===== config.mk =====
export PLATFORM = sky130hd
export DESIGN_NAME = seg_scan_capture
export DESIGN_NICKNAME = d
export VERILOG_FILES = /design/src/rtl/seg_pkg.sv /design/src/rtl/seg_stable_detect.sv /design/src/rtl/seg_scan_capture.sv
export SDC_FILE = /design/constraint.sdc
export NUM_CORES = 1
export LEC_CHECK = 0
export ABC_AREA = 1
export CAP_MARGIN = 20
export CORE_ASPECT_RATIO = 0.75
export CORE_MARGIN = 2
export CORE_UTILIZATION = 53
export DETAILED_ROUTE_END_ITERATION = 7
export PLACE_DENSITY = 0.79
export SLEW_MARGIN = 5
export SYNTH_ARGS = -nofsm -noshare
export SYNTH_HDL_FRONTEND = slang
export SYNTH_HIERARCHICAL = 1
export SYNTH_SLANG_ARGS = --single-unit

===== constraint.sdc =====
create_clock -name Clk -period 2.96 [get_ports Clk]
set_input_delay 0.592 -clock Clk [delete_from_list [all_inputs] [get_ports Clk]]
set_output_delay 0.592 -clock Clk [all_outputs]
set_load 0.02 [all_outputs]

===== src/rtl/seg_pkg.sv =====
// Shared constants and the active-low gfedcba hex decode table for the 7-segment scan monitor.
package seg_pkg;

   localparam logic [3:0] AN_BLANK   = 4'hF;
   localparam int         NUM_DIGITS = 4;

   // Returns {legal, nibble}; any pattern outside the hex font is illegal.
   function automatic logic [4:0] SEG_DECODE(input logic [6:0] pat);
      case (pat)
         7'h40:   return {1'b1, 4'h0};
         7'h79:   return {1'b1, 4'h1};
         7'h24:   return {1'b1, 4'h2};
         7'h30:   return {1'b1, 4'h3};
         7'h19:   return {1'b1, 4'h4};
         7'h12:   return {1'b1, 4'h5};
         7'h02:   return {1'b1, 4'h6};
         7'h78:   return {1'b1, 4'h7};
         7'h00:   return {1'b1, 4'h8};
         7'h10:   return {1'b1, 4'h9};
         7'h08:   return {1'b1, 4'hA};
         7'h03:   return {1'b1, 4'hB};
         7'h46:   return {1'b1, 4'hC};
         7'h21:   return {1'b1, 4'hD};
         7'h06:   return {1'b1, 4'hE};
         7'h0E:   return {1'b1, 4'hF};
         default: return 5'h00;
      endcase
   endfunction

endpackage


===== src/rtl/seg_stable_detect.sv =====
// Settle filter: one-cycle sample pulse when {an,seg} has matched its history for SETTLE_CYCLES edges.
// Pulse lands SETTLE_CYCLES edges after the input changes; no backpressure, one pulse per dwell.
module seg_stable_detect
   import seg_pkg::*;
#(
   parameter int SETTLE_CYCLES = 2
) (
   input  logic       clk,
   input  logic       reset,
   input  logic [3:0] an,
   input  logic [6:0] seg,
   output logic       sample,
   output logic [3:0] held_an,
   output logic [6:0] held_seg
);

   localparam int CW = $clog2(SETTLE_CYCLES + 1);

   logic [CW-1:0] count;
   logic          match;

   assign match = ({an, seg} == {held_an, held_seg});

   always_ff @(posedge clk) begin
      if (reset) begin
         held_an  <= AN_BLANK;
         held_seg <= 7'h7F;
         count    <= '0;
         sample   <= 1'b0;
      end else begin
         held_an  <= an;
         held_seg <= seg;
         sample   <= 1'b0;
         if (match) begin
            if (count != CW'(SETTLE_CYCLES))
               count <= count + CW'(1);
            // Fires only on the transition into saturation, so a long dwell samples once.
            if (count == CW'(SETTLE_CYCLES - 1))
               sample <= 1'b1;
         end else begin
            count <= '0;
         end
      end
   end

endmodule


===== src/rtl/seg_scan_capture.sv =====
// Reconstructs four scanned hex digits from AN/seg, flags faults, pulses once per in-order 0..3 frame.
// Outputs update SETTLE_CYCLES+1 edges after the buses change; passive monitor, no backpressure.
module seg_scan_capture
   import seg_pkg::*;
#(
   parameter int SETTLE_CYCLES  = 2,
   parameter bit SEG_ACTIVE_LOW = 1'b1
) (
   input  logic        Clk,
   input  logic        Reset,
   input  logic [3:0]  AN,
   input  logic [6:0]  seg,
   input  logic        clr_err,
   output logic [15:0] digits,
   output logic [3:0]  digit_valid,
   output logic        frame_valid,
   output logic        an_err,
   output logic        seg_err,
   output logic        seq_err
);

   logic       sample;
   logic [3:0] s_an;
   logic [6:0] s_seg;

   seg_stable_detect #(.SETTLE_CYCLES(SETTLE_CYCLES)) u_stable (
      .clk      (Clk),
      .reset    (Reset),
      .an       (AN),
      .seg      (seg),
      .sample   (sample),
      .held_an  (s_an),
      .held_seg (s_seg)
   );

   logic [6:0] pat;
   logic [4:0] dec;
   logic [3:0] low;
   logic       one_hot;
   logic [1:0] idx;
   logic       cap;
   logic       legal;
   logic       set_an;
   logic       set_seg;
   logic       set_seq;
   logic [1:0] expected;
   logic [3:0] seen;

   always_comb begin
      // The decode table is written active-low; active-high cathodes are folded into it here.
      pat     = SEG_ACTIVE_LOW ? s_seg : ~s_seg;
      dec     = SEG_DECODE(pat);
      low     = ~s_an;
      one_hot = $onehot(low);
      idx     = '0;
      for (int k = 0; k < NUM_DIGITS; k++)
         if (low[k]) idx = 2'(k);
      legal   = dec[4];
      cap     = sample && one_hot;
      set_an  = sample && (s_an != AN_BLANK) && !one_hot;
      set_seg = cap && !legal;
      set_seq = cap && legal && (idx != expected);
   end

   always_ff @(posedge Clk) begin
      if (Reset) begin
         digits      <= '0;
         digit_valid <= '0;
         frame_valid <= 1'b0;
         an_err      <= 1'b0;
         seg_err     <= 1'b0;
         seq_err     <= 1'b0;
         expected    <= '0;
         seen        <= '0;
      end else begin
         frame_valid <= 1'b0;
         an_err      <= set_an  | (an_err  & ~clr_err);
         seg_err     <= set_seg | (seg_err & ~clr_err);
         seq_err     <= set_seq | (seq_err & ~clr_err);
         if (cap) begin
            if (!legal) begin
               digit_valid[idx] <= 1'b0;
            end else begin
               digits[{idx, 2'b00} +: 4] <= dec[3:0];
               digit_valid[idx]          <= 1'b1;
               expected                  <= idx + 2'd1;
               if (idx == 2'd3 && seen == 4'b0111) begin
                  frame_valid <= 1'b1;
                  seen        <= '0;
               end else if (idx == expected) begin
                  // Digit 0 always starts a fresh frame, discarding a partial one.
                  seen <= (idx == 2'd0) ? 4'b0001 : (seen | (4'b0001 << idx));
               end else begin
                  seen <= 4'b0001 << idx;
               end
            end
         end
      end
   end

endmodule


==> Word-level counts from Yosys, hierarchy flattened <==
Cells that the tools add are included.
{ "word_totals": {"mem_bits_rw": 0, "ff_bits": 44, "elab_cells": 90, "output_inout_bits": 24, "latch_bits": 0, "rom_bits": 0, "memories": 0, "inputBits": 14} }
{ "classes": {"mul": 0, "n_eq_ne": 24, "magnitude_cmp": 2, "bitwise_logic": 15, "n_mux": 13, "n_reduce_logical": 15, "n_shift": 3, "div_mod_pow": 0, "addsub": 6} }
{ "op_table": {"columns": ["cell", "n"], "rows": [
  ["$pmux W5 S16", 1],
  ["$eq A7 B7 Y1 const B", 4],
  ["$eq A7 B5 Y1 const B", 3],
  ["$eq A7 B6 Y1 const B", 3],
  ["$bwmux W16", 1],
  ["$mux W4", 4],
  ["$shift A4 B6 Y16 const A", 1],
  ["$shiftx A4 B6 Y16", 1],
  ["$eq A7 B2 Y1 const B", 2],
  ["$eq A7 B4 Y1 const B", 2],
  ["$eq A11 B11 Y1", 1],
  ["$logic_and A1 B1 Y1", 8],
  ["$not A4 Y4", 2],
  ["$or A4 B4 Y4", 2],
  ["$eq A7 B3 Y1 const B", 1],
  ["$logic_not A7 Y1", 1],
  ["$neg A4 Y6", 1],
  ["$add A1 B1 Y2", 2],
  ["$add A2 B1 Y2 const B", 2],
  ["$and A4 B4 Y4", 1],
  ["$eq A4 B3 Y1 const B", 1],
  ["$mux W1", 4],
  ["$mux W2", 2],
  ["$ne A4 B4 Y1 const B", 1],
  ["19 further kinds", 27]
]} }

==> Depth between registers and ports, before layout <==
Gate-level depths: netlist of the first run.
{ "depth": {"ltp_word": 11, "mapped_depth": 12, "depth_no_buf": 12} }

==> Hierarchy <==
Netlist of the first run, hierarchy kept.
{ "by_module_without_submodules": {"columns": ["module", "area_per_inst_um2", "n_inst", "cells_each", "seq_area_each_um2"], "rows": [
  ["seg_scan_capture", 1702.9, 1, 257, 600.6],
  ["seg_stable_detect", 623.1, 1, 87, 280.3]
]} }

==> Worst setup path before layout of the first run <==
OpenSTA, ideal clock, no wires.
{ "synth_timing": {"path_kind": "flip-flop to flip-flop", "start": "register u_stable.held_an[3]", "end": "register digits[5]", "stages_incl_launch_ff": 11, "n_path_buf": 0, "required_time_ns": 2.845, "t_arrival_ns": 2.280, "setup_time_ns": 0.115, "synth_period_minus_slack_ns": 2.395, "setup_slack_ns": 0.565, "path_cell_list": "dfxtp_1 -> fa_1 -> inv_1 -> ha_1 -> ha_1 -> nor3_2 -> nand2_1 -> nor2_2 -> nand2_4 -> o21ai_1 -> nor2_1"} }
{ "synth_via": {"elab_chain_len": 6, "elab_cells_between_ends": 11, "classes_between": "add/sub (3); eq/ne (1); shift (2); mux (2); bitwise (1); reduce/logical (2)"} }
{ "synth_rtl": {"columns": ["item", "line", "rtl"], "rows": [
  ["start, declared", "seg_stable_detect.sv:13", "output logic [3:0] held_an,"],
  ["start signal, assigned", "seg_stable_detect.sv:31", "held_an <= an;"],
  ["$not A4 Y4 *", "seg_scan_capture.sv:53", "low = ~s_an;"],
  ["parallel branches: the longest is 5 deep, another holds $neg A4 Y6", null, null],
  ["end signal, assigned by index", "seg_scan_capture.sv:84", "digits[{idx, 2'b00} +: 4] <= dec[3:0];"],
  ["end, declared", "seg_scan_capture.sv:14", "output logic [15:0] digits,"]
]} }
Every way passes the cells marked *.
A chain may end at the register's enable or synchronous reset.

==> Worst setup path after layout of the first run <==
Same ends and word-level chain as after synthesis.

==> summary.txt, run 1 <==
Status: completed
TritonRoute pass-1 iters: 5
Largest net degree at the start of global routing: 24
Hold Vio Cnt, Final: 0
CP required: 3.16 ns
Crit-path max FO: 10
Worst min-delay path endpoint: digits[11]
Post-synthesis cell type count: 32
Die H: 61.4 um
YS warnings: 6
Worst-path clk slew: 0.08 ns
Clk root buf: clkbuf_8
Post-synth net total: 364
Min-Delay Path Class: flop to flop
Starting Density: 0.563
Clock Tree Buf Depth: 2
Hold path depth: 2
Post-synth EDFFs: 0
Synth async-reset ratio: 0
Post-DP HPWL: 4100 um
Unrepaired setup endpoints after global routing: no
PostCTS Resize Cnt: 0
Dominant cells by area after synthesis: dfxtp_1 38%, nand2_1 17%, inv_1 6.3%, nor2_1 6.1%, a21oi_1 5.4%
Routed WL per cell: 11.9 um
# diodes: 0
Kind of critical path: flop to flop
Met1 Usage GRT: 0.331
Area Growth Syn to Fin: 22.9%
Clk_lat worst skew: 0.29 ns
Total design power: 1190 uW
Startpoint types: flop
Fmax: 363 MHz
RR Startpoint: u_stable/held_an[3]
Synth Instances: 344
DR iter-0 viols: 180
Core ar.: 4130 um2
Global placer's final weighted congestion: 0.904
Nets@finish: 405
Post-Syn Area: 2330 um2
Row cnt: 20
Htree depth: 2
Reg2reg end: digits[5]
Worst R2R Path Depth: 10
Number of max-cap violations: 0
Num CTS Buffers: 5
# hold bufs at CTS: 0
Syn_area_per_cell: 6.76 um2
Worst Max-Slew Pin Slew: 0.573 ns
Clock period minus worst slack: 2.75 ns
Setup Total Neg Slack: 0 ns
Vias: 2229
Routed wire length: 5260 um
Vias/cell: 5.05
Worst Setup End Kind: flop
Gr usage total: 0.231
Proportion of layout cells with a drive suffix above 1: 0.124
Top cell type's share of synthesized area: 0.379
Max IR drop VDD: 0.412 mV
Busiest grt layer: met2
Grt ovf: 0
Io pins: 38
Worst slew margin: 0.617
Worst Path Arrival: 2.95 ns
Pwr dens: 418 nW/um2
Cell taking the most area after synthesis: dfxtp_1
Clk sinks: 44
Count of final setup violators: 0
ANT nets after route: 0
Setup Fix Bufs, Post-CTS: 0
Hold_sp: digits[11]
Grt met2 use: 0.365
Flops & latches, synth: 44
DIE AREA: 4940 um2
Final period utilization: 0.930
Drc violations: 0
Clock Skews: 0.00445 ns
PortBufs: 37
GR Util met3: 0.0440
Fin. max-slew vios: 0
P_leak: 0.00138 uW
R2r setup slk: 0.21 ns
First-pass GRT wire length: 8740 um
TritonCTS clock tree: built
Register area share after synthesis: 0.379
Initial antenna violation count: 0
Number of global-route vias before repair: 1940
Most used DFF post-synth: dfxtp_1
Die Width: 80.5 um
layout make-up:
type | instances | area (um2)
Fill cell | 361 | 1270
Multi-Input combinational cell | 244 | 1220
Sequential cell | 44 | 881
Timing Repair Buffer | 39 | 385
Inverter | 51 | 194
Clock buffer | 6 | 72.6
Tap cell | 55 | 68.8
Clock inverter | 2 | 35.0
stage by stage:
stage	std cells	instance area, um2	hold slack (ns)	worst slack [ns]	utilization
floorplan	344	2330	0.444	0.565	-
global placement	433	2750	0.447	0.380	0.666
detailed placement	433	2750	0.454	0.248	0.666
CTS	441	2860	0.466	0.224	0.692
global route	441	2860	0.490	0.0156	0.692
finish	441	2860	0.464	0.208	0.692
power by group:
part           switching [uW]  internal [uW]
logic                    74.2           50.4
clock network             205            251
registers                14.5            599
metal layers:
metal	wire length [um]	vias to the layer above
met2	2310	65
met5	0	-
li1	-	1156
met4	36	0
met3	371	5
met1	2540	1003
flip-flops by register name (all words and copies together) (netlist names), named ones only:
register,flops
frame_valid,1
expected,2
seq_err,1
u_stable/sample,1
seg_err,1
seen,4
an_err,1
u_stable/held_seg,7
digits,16
u_stable/held_an,4
u_stable/count,2
how the worst max path moves through the flow:
stage | startpoint | endpoint | slack (ns) | cells after the start
3_5_place_dp | u_stable/held_an[3] | digits[5] | 0.25 | 10
3_3_place_gp | u_stable/held_an[3] | digits[7] | 0.38 | 10
6_report | u_stable/held_an[3] | digits[5] | 0.21 | 10
5_1_grt | u_stable/held_an[3] | seen[1] | 0.02 | 10
2_1_floorplan | u_stable/held_an[3] | digits[5] | 0.57 | 10
4_1_cts | u_stable/held_an[3] | digits[5] | 0.22 | 10
cell usage after synthesis (4+ instances only):
cell type  instances
nand2_1          103
xnor2_1            5
ha_1               5
a21oi_1           25
nand4_1            4
nor2_2             7
o21ai_1            7
inv_1             39
nor3_1             4
or2_2              4
dfxtp_1           44
nand3_1           11
inv_2             11
nor2_1            38
o21ai_0           11
kinds of logic (layout without fill, tap and decap cells):
family | Yosys count | in the layout | synth area share
AOI/OAI and AO/OA | 49 | 49 | 0.116
adders and majority gates | 6 | 6 | 0.0355
DFF | 44 | 44 | 0.379
xor gates and xnor gates | 6 | 6 | 0.0226
buffers and inverters | 56 | 98 | 0.0963
and+or+nand+nor | 183 | 183 | 0.351
cells in the final DEF (no fill, tap or decap), types with 2 or more instances in the layout:
master	synthesis	final
inv_2	11	11
o21ai_1	7	7
dfxtp_1	44	44
nand3_1	11	11
nand2_1	103	103
ha_1	5	5
nor2_2	7	7
clkbuf_8	0	5
a21oi_1	25	25
inv_1	39	39
nor3_1	4	4
xnor2_1	5	5
nand3_2	2	2
or2_2	4	4
nand2_4	3	3
nand4_1	4	4
clkdlybuf4s50_1	0	37
nand2_2	3	3
buf_4	1	2
nor2_1	38	38
a21oi_2	3	3
o21ai_0	11	11
critical path, cell delays in order, from the launching register on:
cell     delay, ns
dfxtp_1       0.53
fa_1          0.49
inv_1         0.07
ha_1          0.14
ha_1          0.23
nor3_2        0.20
nand2_1       0.29
nor2_2        0.42
nand2_4       0.10
o21ai_1       0.13
nor2_1        0.05
Power figures use the tool's default switching activity.
==> inputs of run 2 (changes only) <==
--- a/config.mk
+++ b/config.mk
@@ -9,9 +9,10 @@
 export CAP_MARGIN = 20
 export CORE_ASPECT_RATIO = 0.75
 export CORE_MARGIN = 2
-export CORE_UTILIZATION = 53
+export CORE_UTILIZATION = 45
+export CTS_CLUSTER_SIZE = 10
 export DETAILED_ROUTE_END_ITERATION = 7
-export PLACE_DENSITY = 0.79
+export PLACE_DENSITY = 0.69
 export SLEW_MARGIN = 5
 export SYNTH_ARGS = -nofsm -noshare
 export SYNTH_HDL_FRONTEND = slang
==> run 2 against run 1 <==
Compared with the run above: sequential cell count unchanged; fmax increased by 6.4%; utilization decreased by 11 points; clock power grew 8.1%; clock-buffer cell count stayed put; critical path type unchanged; critical endpoint unchanged; largest cell class unchanged; highest routed layer unchanged.
==> summary.txt, run 2 (same netlist as run 1, synthesis figures left out) <==
Clk_lat worst skew: 0.30 ns (about the same)
Core Util, Final: 0.585 (-0.108)
Crit-path max FO: 10 (unchanged)
Nets@finish: 405 (unchanged)
ANT nets after route: 0 (unchanged)
Initial antenna violation count: 0 (unchanged)
Num CTS Buffers: 5 (unchanged)
Routed WL per cell: 12.2 um (+2.0%)
Clock Tree Buf Depth: 2 (unchanged)
Clock Skews: 0.00756 ns (+0.00311 ns)
DIE AREA: 5770 um2 (+17%)
P_leak: 0.00138 uW (+0.51%)
Io pins: 38 (unchanged)
Worst-path clk slew: 0.09 ns (about the same)
TritonCTS clock tree: built
Crit path top cell by count: ha_1
Drc violations: 0 (unchanged)
Worst Setup End Kind: flop
Clock period minus worst slack: 2.59 ns (-0.165 ns)
Grt ovf: 0 (unchanged)
Area Growth Syn to Fin: 23.8%
Unrepaired setup endpoints after global routing: no
Regs by FF count: digits: 16 flops, u_stable/held_seg: 7 flops
Row cnt: 22 (+10%)
Global placer's final weighted congestion: 0.942 (+4.1%)
Status: completed
Die Width: 87.0 um (+8.1%)
Max IR drop VDD: 0.341 mV (-17%)
Largest register FFs: 16 (unchanged)
Most frequent cells in the layout: 102 x nand2_1, 44 x dfxtp_1, 39 x inv_1, 38 x nor2_1, 37 x clkdlybuf4s50_1
Stages on worst setup path: 10 (unchanged)
Hold path depth: 2 (unchanged)
Met3 Routed Length: 295 um (-20%)
Die H: 66.3 um (+8.0%)
Worst Max-Slew Pin Slew: 0.474 ns (-0.0995 ns)
Fmax: 386 MHz (+6.4%)
Clk sinks: 44 (unchanged)
# diodes: 0 (unchanged)
Highest metal used: met4
# hold bufs at CTS: 0 (unchanged)
# fillers: 474 (+31%)
Min-Delay Path Class: flop to flop
Pwr dens: 427 nW/um2 (+2.2%)
CP required: 3.16 ns (about the same)
Largest Register: digits
Starting Density: 0.472 (-0.0913)
CP top delay family: simple AND/OR/NAND/NOR gates
Largest stage delay, worst path: 0.53 ns (about the same)
Hold Vio Cnt, Final: 0 (unchanged)
Worst path cell trace: fa_1, inv_1, ha_1, ha_1, nor3_2, nand2_2, nor2_2, nand2_4, o21ai_1, nor2_1
Largest net degree at the start of global routing: 24 (unchanged)
Critical path buffers and inverters: 1 (unchanged)
Vias/cell: 4.87 (-3.6%)
Htree depth: 2 (unchanged)
Worst R2R Path Depth: 10 (unchanged)
PortBufs: 37 (unchanged)
Routed wire length: 5420 um (+3.2%)
First-pass GRT wire length: 9010 um (+3.1%)
Placement Cell Area: 2760 um2 (+0.23%)
DR iter-0 viols: 150 (-17%)
Clk root buf: clkbuf_8
Proportion of layout cells with a drive suffix above 1: 0.130 (+0.00518)
Setup Total Neg Slack: 0 ns (unchanged)
Number of max-cap violations: 0 (unchanged)
Vias: 2172 (-2.6%)
Post-DP HPWL: 4140 um (+0.97%)
Number of global-route vias before repair: 1950 (+0.52%)
Kind of critical path: flop to flop
Most common cell after layout, fill and taps aside: nand2_1
Critical path's slowest cell: dfxtp_1
Cell area after layout: 2880 um2 (+0.79%)
Startpoint types: flop
Final period utilization: 0.874 (-0.0556)
Core ar.: 4930 um2 (+19%)
Count of final setup violators: 0 (unchanged)
Worst slew margin: 0.683 (+0.0666)
TritonRoute pass-1 iters: 4 (-1)
Worst Path Arrival: 2.79 ns (-0.16 ns)
Length of routed met2 wiring: 2260 um (-1.9%)
Fin. max-slew vios: 0 (unchanged)
Met1 WL: 2830 um (+12%)
Gr usage total: 0.204 (-0.0279)
WHS: 0.459 ns (-0.00521 ns)
## run 2: what timing repair did
item,in CTS,in global routing
setup buffers,0,0
gates resized for setup,0,1
setup endpoints to repair,0,4
## run 2: final timing paths
check	startpoint	end	slack [ns]
max reg2reg	u_stable/held_an[3]	digits[5]	0.37
max	u_stable/held_an[3]	digits[5]	0.37
min reg2reg	an_err	an_err	0.46
min	an_err	an_err	0.46
## run 2: layout make-up
class / instances / area, um2 / area share
Clock buffer: 6 / 82.6 / 0.0287
Clock inverter: 2 / 38.8 / 0.0135
Inverter: 51 / 194 / 0.0673
Multi-Input combinational cell: 244 / 1220 / 0.425
Sequential cell: 44 / 881 / 0.306
Tap cell: 60 / 75.1 / 0.0261
Timing Repair Buffer: 39 / 385 / 0.134
## run 2: worst min-delay path, delay by kind of cell (launching register included)
family / cells / cell delay, ns
simple gates: 2 / 0.11
flops: 1 / 0.31
## run 2: routing by layer
| metal | vias to the layer above | track usage |
|---|---|---|
| li1 | 1153 | - |
| met4 | 0 | 0.0684 |
| met3 | 2 | 0.0424 |
| met1 | 968 | 0.300 |
| met2 | 49 | 0.291 |
| met5 | - | 0 |
## run 2: report_power, final
| group | leakage (uW) | internal, uW | switching, uW |
|---|---|---|---|
| Sequential | 0.000358 | 599 | 14.0 |
| Clock | 0.0000614 | 276 | 216 |
| Combinational | 0.000963 | 50.3 | 73.9 |
| Total | 0.00138 | 926 | 304 |
## run 2: per-stage QoR
step / cells / worst slack, ns / power [uW]
CTS: 446 / 0.270 / 1240
floorplan: 344 / 0.565 / 708
detailed placement: 438 / 0.293 / 750
finish: 446 / 0.373 / 1230
global placement: 438 / 0.371 / 748
global route: 446 / 0.121 / 1280
==> inputs of run 3 (changes only) <==
--- a/config.mk
+++ b/config.mk
@@ -6,6 +6,7 @@
 export NUM_CORES = 1
 export LEC_CHECK = 0
 export ABC_AREA = 1
+export ABC_CLOCK_PERIOD_IN_PS = 2960
 export CAP_MARGIN = 20
 export CORE_ASPECT_RATIO = 0.75
 export CORE_MARGIN = 2
@@ -13,7 +14,7 @@
 export CTS_CLUSTER_SIZE = 10
 export DETAILED_ROUTE_END_ITERATION = 7
 export PLACE_DENSITY = 0.69
-export SLEW_MARGIN = 5
+export SLEW_MARGIN = 10
 export SYNTH_ARGS = -nofsm -noshare
 export SYNTH_HDL_FRONTEND = slang
 export SYNTH_HIERARCHICAL = 1
==> results of run 3 <==
Same layout as run 2: the final DEF is identical, and so are final timing and power.
